===== config.mk =====
export PLATFORM = sky130hd
export DESIGN_NAME = fb_swap_ctrl
export DESIGN_NICKNAME = d
export VERILOG_FILES = /design/src/rtl/vga_pkg.sv /design/src/rtl/fb_swap_fsm.sv /design/src/rtl/fb_swap_ctrl.sv
export SDC_FILE = /design/constraint.sdc
export NUM_CORES = 1
export LEC_CHECK = 0
export ABC_AREA = 1
export BUFFER_PORTS_ARGS = -buffer_cell sky130_fd_sc_hd__clkbuf_2
export CORE_ASPECT_RATIO = 0.8
export CORE_MARGIN = 2
export CORE_UTILIZATION = 35
export CTS_CLUSTER_DIAMETER = 60
export DETAILED_ROUTE_END_ITERATION = 10
export PLACE_DENSITY_LB_ADDON = 0.2
export SYNTH_ARGS = -nofsm -noshare
export SYNTH_HDL_FRONTEND = slang
export SYNTH_SLANG_ARGS = --single-unit

===== constraint.sdc =====
create_clock -name clk -period 1.24 [get_ports clk]
set_input_delay 0.248 -clock clk [delete_from_list [all_inputs] [get_ports clk]]
set_output_delay 0.248 -clock clk [all_outputs]
set_load 0.05 [all_outputs]

===== src/rtl/vga_pkg.sv =====
// rtl/vga_pkg.sv - display timing constants and swap state encoding shared by the video path
package vga_pkg;

  localparam int H_VISIBLE = 640;
  localparam int V_VISIBLE = 480;
  localparam int PIX_TOTAL = H_VISIBLE * V_VISIBLE;
  localparam int ADDR_W    = 19;
  localparam int FCNT_W    = 16;

  typedef enum logic [1:0] {
    IDLE    = 2'd0,
    PENDING = 2'd1,
    SWAP    = 2'd2,
    ACK     = 2'd3
  } swap_state_e;

endpackage


===== src/rtl/fb_swap_fsm.sv =====
// rtl/fb_swap_fsm.sv - four-phase bank swap handshake, swapping only at vblank start
module fb_swap_fsm
  import vga_pkg::*;
(
  input  logic clk,
  input  logic reset_n,
  input  logic swap_req,
  input  logic frame_start,
  output logic swap_ack,
  output logic front_sel,
  output logic back_sel
);

  swap_state_e state_q, state_d;
  logic        front_q;

  // The bank flips on entry to SWAP so it is settled before the ack is raised.
  always_ff @(posedge clk or negedge reset_n) begin
    if (!reset_n) begin
      state_q <= IDLE;
      front_q <= 1'b0;
    end else begin
      state_q <= state_d;
      if (state_d == SWAP) front_q <= ~front_q;
    end
  end

  always_comb begin
    state_d = state_q;
    unique case (state_q)
      IDLE:    if (swap_req) state_d = frame_start ? SWAP : PENDING;
      PENDING: begin
        if (!swap_req)        state_d = IDLE;
        else if (frame_start) state_d = SWAP;
      end
      SWAP:    state_d = ACK;
      ACK:     if (!swap_req) state_d = IDLE;
      default: state_d = IDLE;
    endcase
  end

  always_comb begin
    swap_ack  = (state_q == ACK);
    front_sel = front_q;
    back_sel  = ~front_q;
  end

endmodule


===== src/rtl/fb_swap_ctrl.sv =====
// rtl/fb_swap_ctrl.sv - double-buffered frame-buffer read address generator with vblank bank swap
module fb_swap_ctrl
  import vga_pkg::*;
#(
  parameter int PIX_TOT = PIX_TOTAL
) (
  input  logic              clk,
  input  logic              reset_n,
  input  logic              pix_en,
  input  logic              hblank,
  input  logic              vblank,
  input  logic              swap_req,
  output logic              swap_ack,
  output logic              front_sel,
  output logic              back_sel,
  output logic              rd_en,
  output logic [ADDR_W:0]   rd_addr,
  output logic [FCNT_W-1:0] frame_cnt,
  output logic              err_overrun
);

  logic              vblank_d;
  logic              frame_start;
  logic              active;
  logic              last_pix;
  logic              wrapped;
  logic [ADDR_W-1:0] pix_ptr;

  assign frame_start = vblank & ~vblank_d;
  assign active      = pix_en & ~hblank & ~vblank;
  assign last_pix    = (pix_ptr == ADDR_W'(PIX_TOT - 1));

  fb_swap_fsm u_fsm (
    .clk         (clk),
    .reset_n     (reset_n),
    .swap_req    (swap_req),
    .frame_start (frame_start),
    .swap_ack    (swap_ack),
    .front_sel   (front_sel),
    .back_sel    (back_sel)
  );

  always_ff @(posedge clk or negedge reset_n) begin
    if (!reset_n) begin
      vblank_d    <= 1'b0;
      frame_cnt   <= '0;
      rd_en       <= 1'b0;
      rd_addr     <= '0;
      pix_ptr     <= '0;
      wrapped     <= 1'b0;
      err_overrun <= 1'b0;
    end else begin
      vblank_d <= vblank;
      rd_en    <= active;
      if (frame_start) frame_cnt <= frame_cnt + FCNT_W'(1);
      if (active) begin
        rd_addr <= {front_sel, pix_ptr};
        // Index 0 seen again in the same frame means the source overran the frame.
        if (pix_ptr == '0 && wrapped) err_overrun <= 1'b1;
      end
      if (vblank) begin
        pix_ptr <= '0;
        wrapped <= 1'b0;
      end else if (active) begin
        if (last_pix) begin
          pix_ptr <= '0;
          wrapped <= 1'b1;
        end else begin
          pix_ptr <= pix_ptr + ADDR_W'(1);
        end
      end
    end
  end

endmodule


==> impl_metrics.yaml <==
critical_path:
  r2r.worst_path.cells: 8
  critical_path.endpoint_type: "flip-flop"
  r2r_setup_slack_ns: -0.23
  cell_type_group_with_the_largest_total_delay_on_the_critical_path: "simple AND/OR/NAND/NOR gates"
  crit_chain: "ha_4, nand3_4, nor2_4, nand3_2, o21ai_4, buf_12, nand2_1, nand2_1"
  maximum_net_fanout_on_the_critical_path: 9
  critical_path.max_stage_delay_ns: 0.41
  cp-start-kind: "flip-flop"
  worstPathRequired_ns: 1.52
  regToRegStartpoint: "pix_ptr[0]"
  timing.critical_path.mode_cell: "sky130_fd_sc_hd__nand2_1"
  cp_data_arrival_time_ns: 1.75
  path_class: "reg2reg"
  crit_buf_inv: 1
  critPathSlowestCell: "sky130_fd_sc_hd__dfrtp_1"
  critical_path.reg2reg.endpoint: "wrapped"
cts:
  total_clock_sinks: 62
  clockRootBuffer: "sky130_fd_sc_hd__clkbuf_8"
  cts_tree: "built"
  cts_buffers: 9
  clkTransAtPathRegs_ns: 0.06
  clock_latency_of_the_later_clocked_register_in_the_worst_skew_pair_ns: 0.34
  clk_path_buf_depth: 2
  cts.htree.levels: 3
sta:
  finalHoldViolations: 0
  fin_crit_sh: 1.187
  setup_slack_ns: -0.2325
  normalized_max_slew_margin: 0.7659
  tightest_slew_ns: 0.3512
  final_worst_clock_skew_ns: 0.006728
  final_period_minus_worst_setup_slack_ns: 1.472
  maxClockFrequency_mhz: 679.1
  timing.final.max_slew_violations: 0
  grt_setup_unrepaired: "true"
  setup_viol_count_final: 30
placed_design:
  dpl.hpwl_um: 5499
  finalWeightedCongestion: 0.9180
  dp_slack_ns: -0.2420
  port-buffer-count: 46
global_route:
  grt_remaining_overflow: 0
  grt_start_max_net_pins: 63
  first_global_vias: 2601
  antenna_found_initial: 0
  track_usage: 0.1803
  wire_length_of_the_first_global_routing_pass_um: 12830
routing:
  initialDrtViolationCount: 118
  wire_per_inst_um: 13.61
  dr_total_vias: 2769
  drc_errors: 0
  routed_wl_um: 8163
  detail-route-antenna-nets: 0
  dr.pass1.iters: 4
  avgViaCountPerCell: 4.615
pwr:
  total_power_mw: 6.521
  power.density_cell_area_nw_per_um2: 1368
  ir_worst_vdd_mv: 1.015
  total_leakage_power_nw: 2.288
logic_synthesis:
  ys_seq_area_frac: 0.5139
  postSynthNetCount: 366
  postSynthAreaPerCell_sq_um: 8.457
  synthesis.instances: 357
  ys_seq_elements: 62
  warnings_synthesis: 0
  mappedNetlistArea_sq_um: 3019
  count_of_cell_types_in_the_netlist: 26
min_path:
  hold_path_depth: 1
  holdCritStartpoint: "vblank"
  hp-class: "in2reg"
  whs_endpoint: "vblank_d"
floorplanning:
  pin_count: 47
  fp.coreArea_sq_um: 8446
  placement_rows: 30
  die_area_sq_um: 9390
  floorplan.initialDensity: 0.3575
  die-height_um: 87.07
  die_w_um: 107.8
cells_and_area:
  layout.cells.most_common_list: "82 x sky130_fd_sc_hd__nand2_1, 64 x sky130_fd_sc_hd__buf_4, 44 x sky130_fd_sc_hd__dfrtp_1"
  final_common_cell: "sky130_fd_sc_hd__nand2_1"
  final_net_count: 492
  flow.area_growth_from_synthesis_pct: 57.85
  filler_cell_count: 766
  post_route_cells_drive_above_1_share: 0.4795
  insertedDiodeCount: 0
status:
  run_status: "finished, violations left"
  violations: "negative setup slack"
run:
  cap_violations: 0
## per-stage QoR
step	instances	util	hold WS [ns]	cell area [sq um]	TNS, ns
global route	600	0.5643	0.06290	4766	-6.002
finish	600	0.5643	0.06008	4766	-4.037
detailed placement	560	0.4566	0.2999	3856	-3.729
floorplan	357	-	-0.04759	3112	-1.641
global placement	560	0.4566	0.2992	3856	-3.033
CTS	585	0.5213	0.04182	4403	-3.175
## how the worst max path moves through the flow
| stage | end | startpoint | slack (ns) | depth (start not counted) |
|---|---|---|---|---|
| 6_report | wrapped | pix_ptr[0] | -0.23 | 8 |
| 5_1_grt | wrapped | pix_ptr[0] | -0.30 | 8 |
| 4_1_cts | pix_ptr[13] | pix_ptr[1] | -0.17 | 7 |
| 3_5_place_dp | pix_ptr[18] | pix_ptr[1] | -0.24 | 10 |
| 3_3_place_gp | pix_ptr[18] | pix_ptr[1] | -0.21 | 10 |
| 2_1_floorplan | frame_cnt[14] | frame_cnt[0] | -0.14 | 8 |
## power by group
part,total [mW],switching [mW],internal (mW)
combinational,2.21,1.19,1.01
clock,1.83,0.797,1.04
sequential,2.48,0.262,2.22
total,6.52,2.25,4.27
## synthesized netlist by cell type
master	number	area share
sky130_fd_sc_hd__nand2_2	3	0.0062
sky130_fd_sc_hd__buf_6	1	0.0037
sky130_fd_sc_hd__nor2_4	4	0.015
sky130_fd_sc_hd__xor2_1	18	0.052
sky130_fd_sc_hd__inv_2	5	0.0062
sky130_fd_sc_hd__o21ai_0	15	0.025
sky130_fd_sc_hd__a21oi_1	3	0.0050
sky130_fd_sc_hd__nor3_2	1	0.0033
sky130_fd_sc_hd__dfrtp_1	62	0.51
sky130_fd_sc_hd__inv_1	36	0.045
sky130_fd_sc_hd__nand4_1	8	0.017
sky130_fd_sc_hd__nand3_2	3	0.0099
sky130_fd_sc_hd__buf_2	3	0.0050
sky130_fd_sc_hd__nor3_1	7	0.012
sky130_fd_sc_hd__nand3_4	1	0.0058
sky130_fd_sc_hd__and3_1	1	0.0021
sky130_fd_sc_hd__nor2_1	37	0.046
sky130_fd_sc_hd__o21ai_1	7	0.012
sky130_fd_sc_hd__ha_1	3	0.012
sky130_fd_sc_hd__nand3_1	20	0.033
sky130_fd_sc_hd__nand2_1	98	0.12
sky130_fd_sc_hd__o21bai_1	1	0.0025
sky130_fd_sc_hd__clkbuf_1	2	0.0025
sky130_fd_sc_hd__xnor2_1	4	0.012
sky130_fd_sc_hd__o21ai_4	1	0.0054
sky130_fd_sc_hd__nor2_2	13	0.027
## state kept, by name (all words and copies together) (netlist names)
name,count
rd_addr,20
vblank_d,1
frame_cnt,16
wrapped,1
rd_en,1
u_fsm.state_q,2
u_fsm.front_sel,1
pix_ptr,19
err_overrun,1
## repair_timing
item,4_1_cts,5_1_grt
gates resized for setup,65,94
setup buffers,8,16
endpoints found under the setup margin,49,64
hold endpoints to repair,62,0
pin swaps,11,29
gates cloned,0,0
hold buffers,1,0
## per-layer routing
layer	track usage	vias up	routed length (um)
li1	-	1378	-
met1	0.2557	1308	3904
met2	0.2704	71	3812
met3	0.04712	12	346
met4	0.05711	0	99
met5	0	-	0
## layout make-up
class	instances	area, sq um	share of cell area
Clock buffer	13	158.9	0.03334
Clock inverter	3	42.54	0.008926
Inverter	41	156.4	0.03282
Multi-Input combinational cell	248	1579	0.3313
Sequential cell	62	1574	0.3303
Tap cell	112	140.1	0.02940
Timing Repair Buffer	121	1115	0.2339
## kinds of logic after synthesis
family	count (synthesis)	share of synthesized area
and+or+nand+nor	196	0.2984
AOI/OAI and AO/OA	27	0.04932
buffers and inverters	47	0.06216
xor gates and xnor gates	22	0.06382
adders and majority gates	3	0.01243
DFF	62	0.5139
No activity file was read; power rests on OpenSTA's default activity.
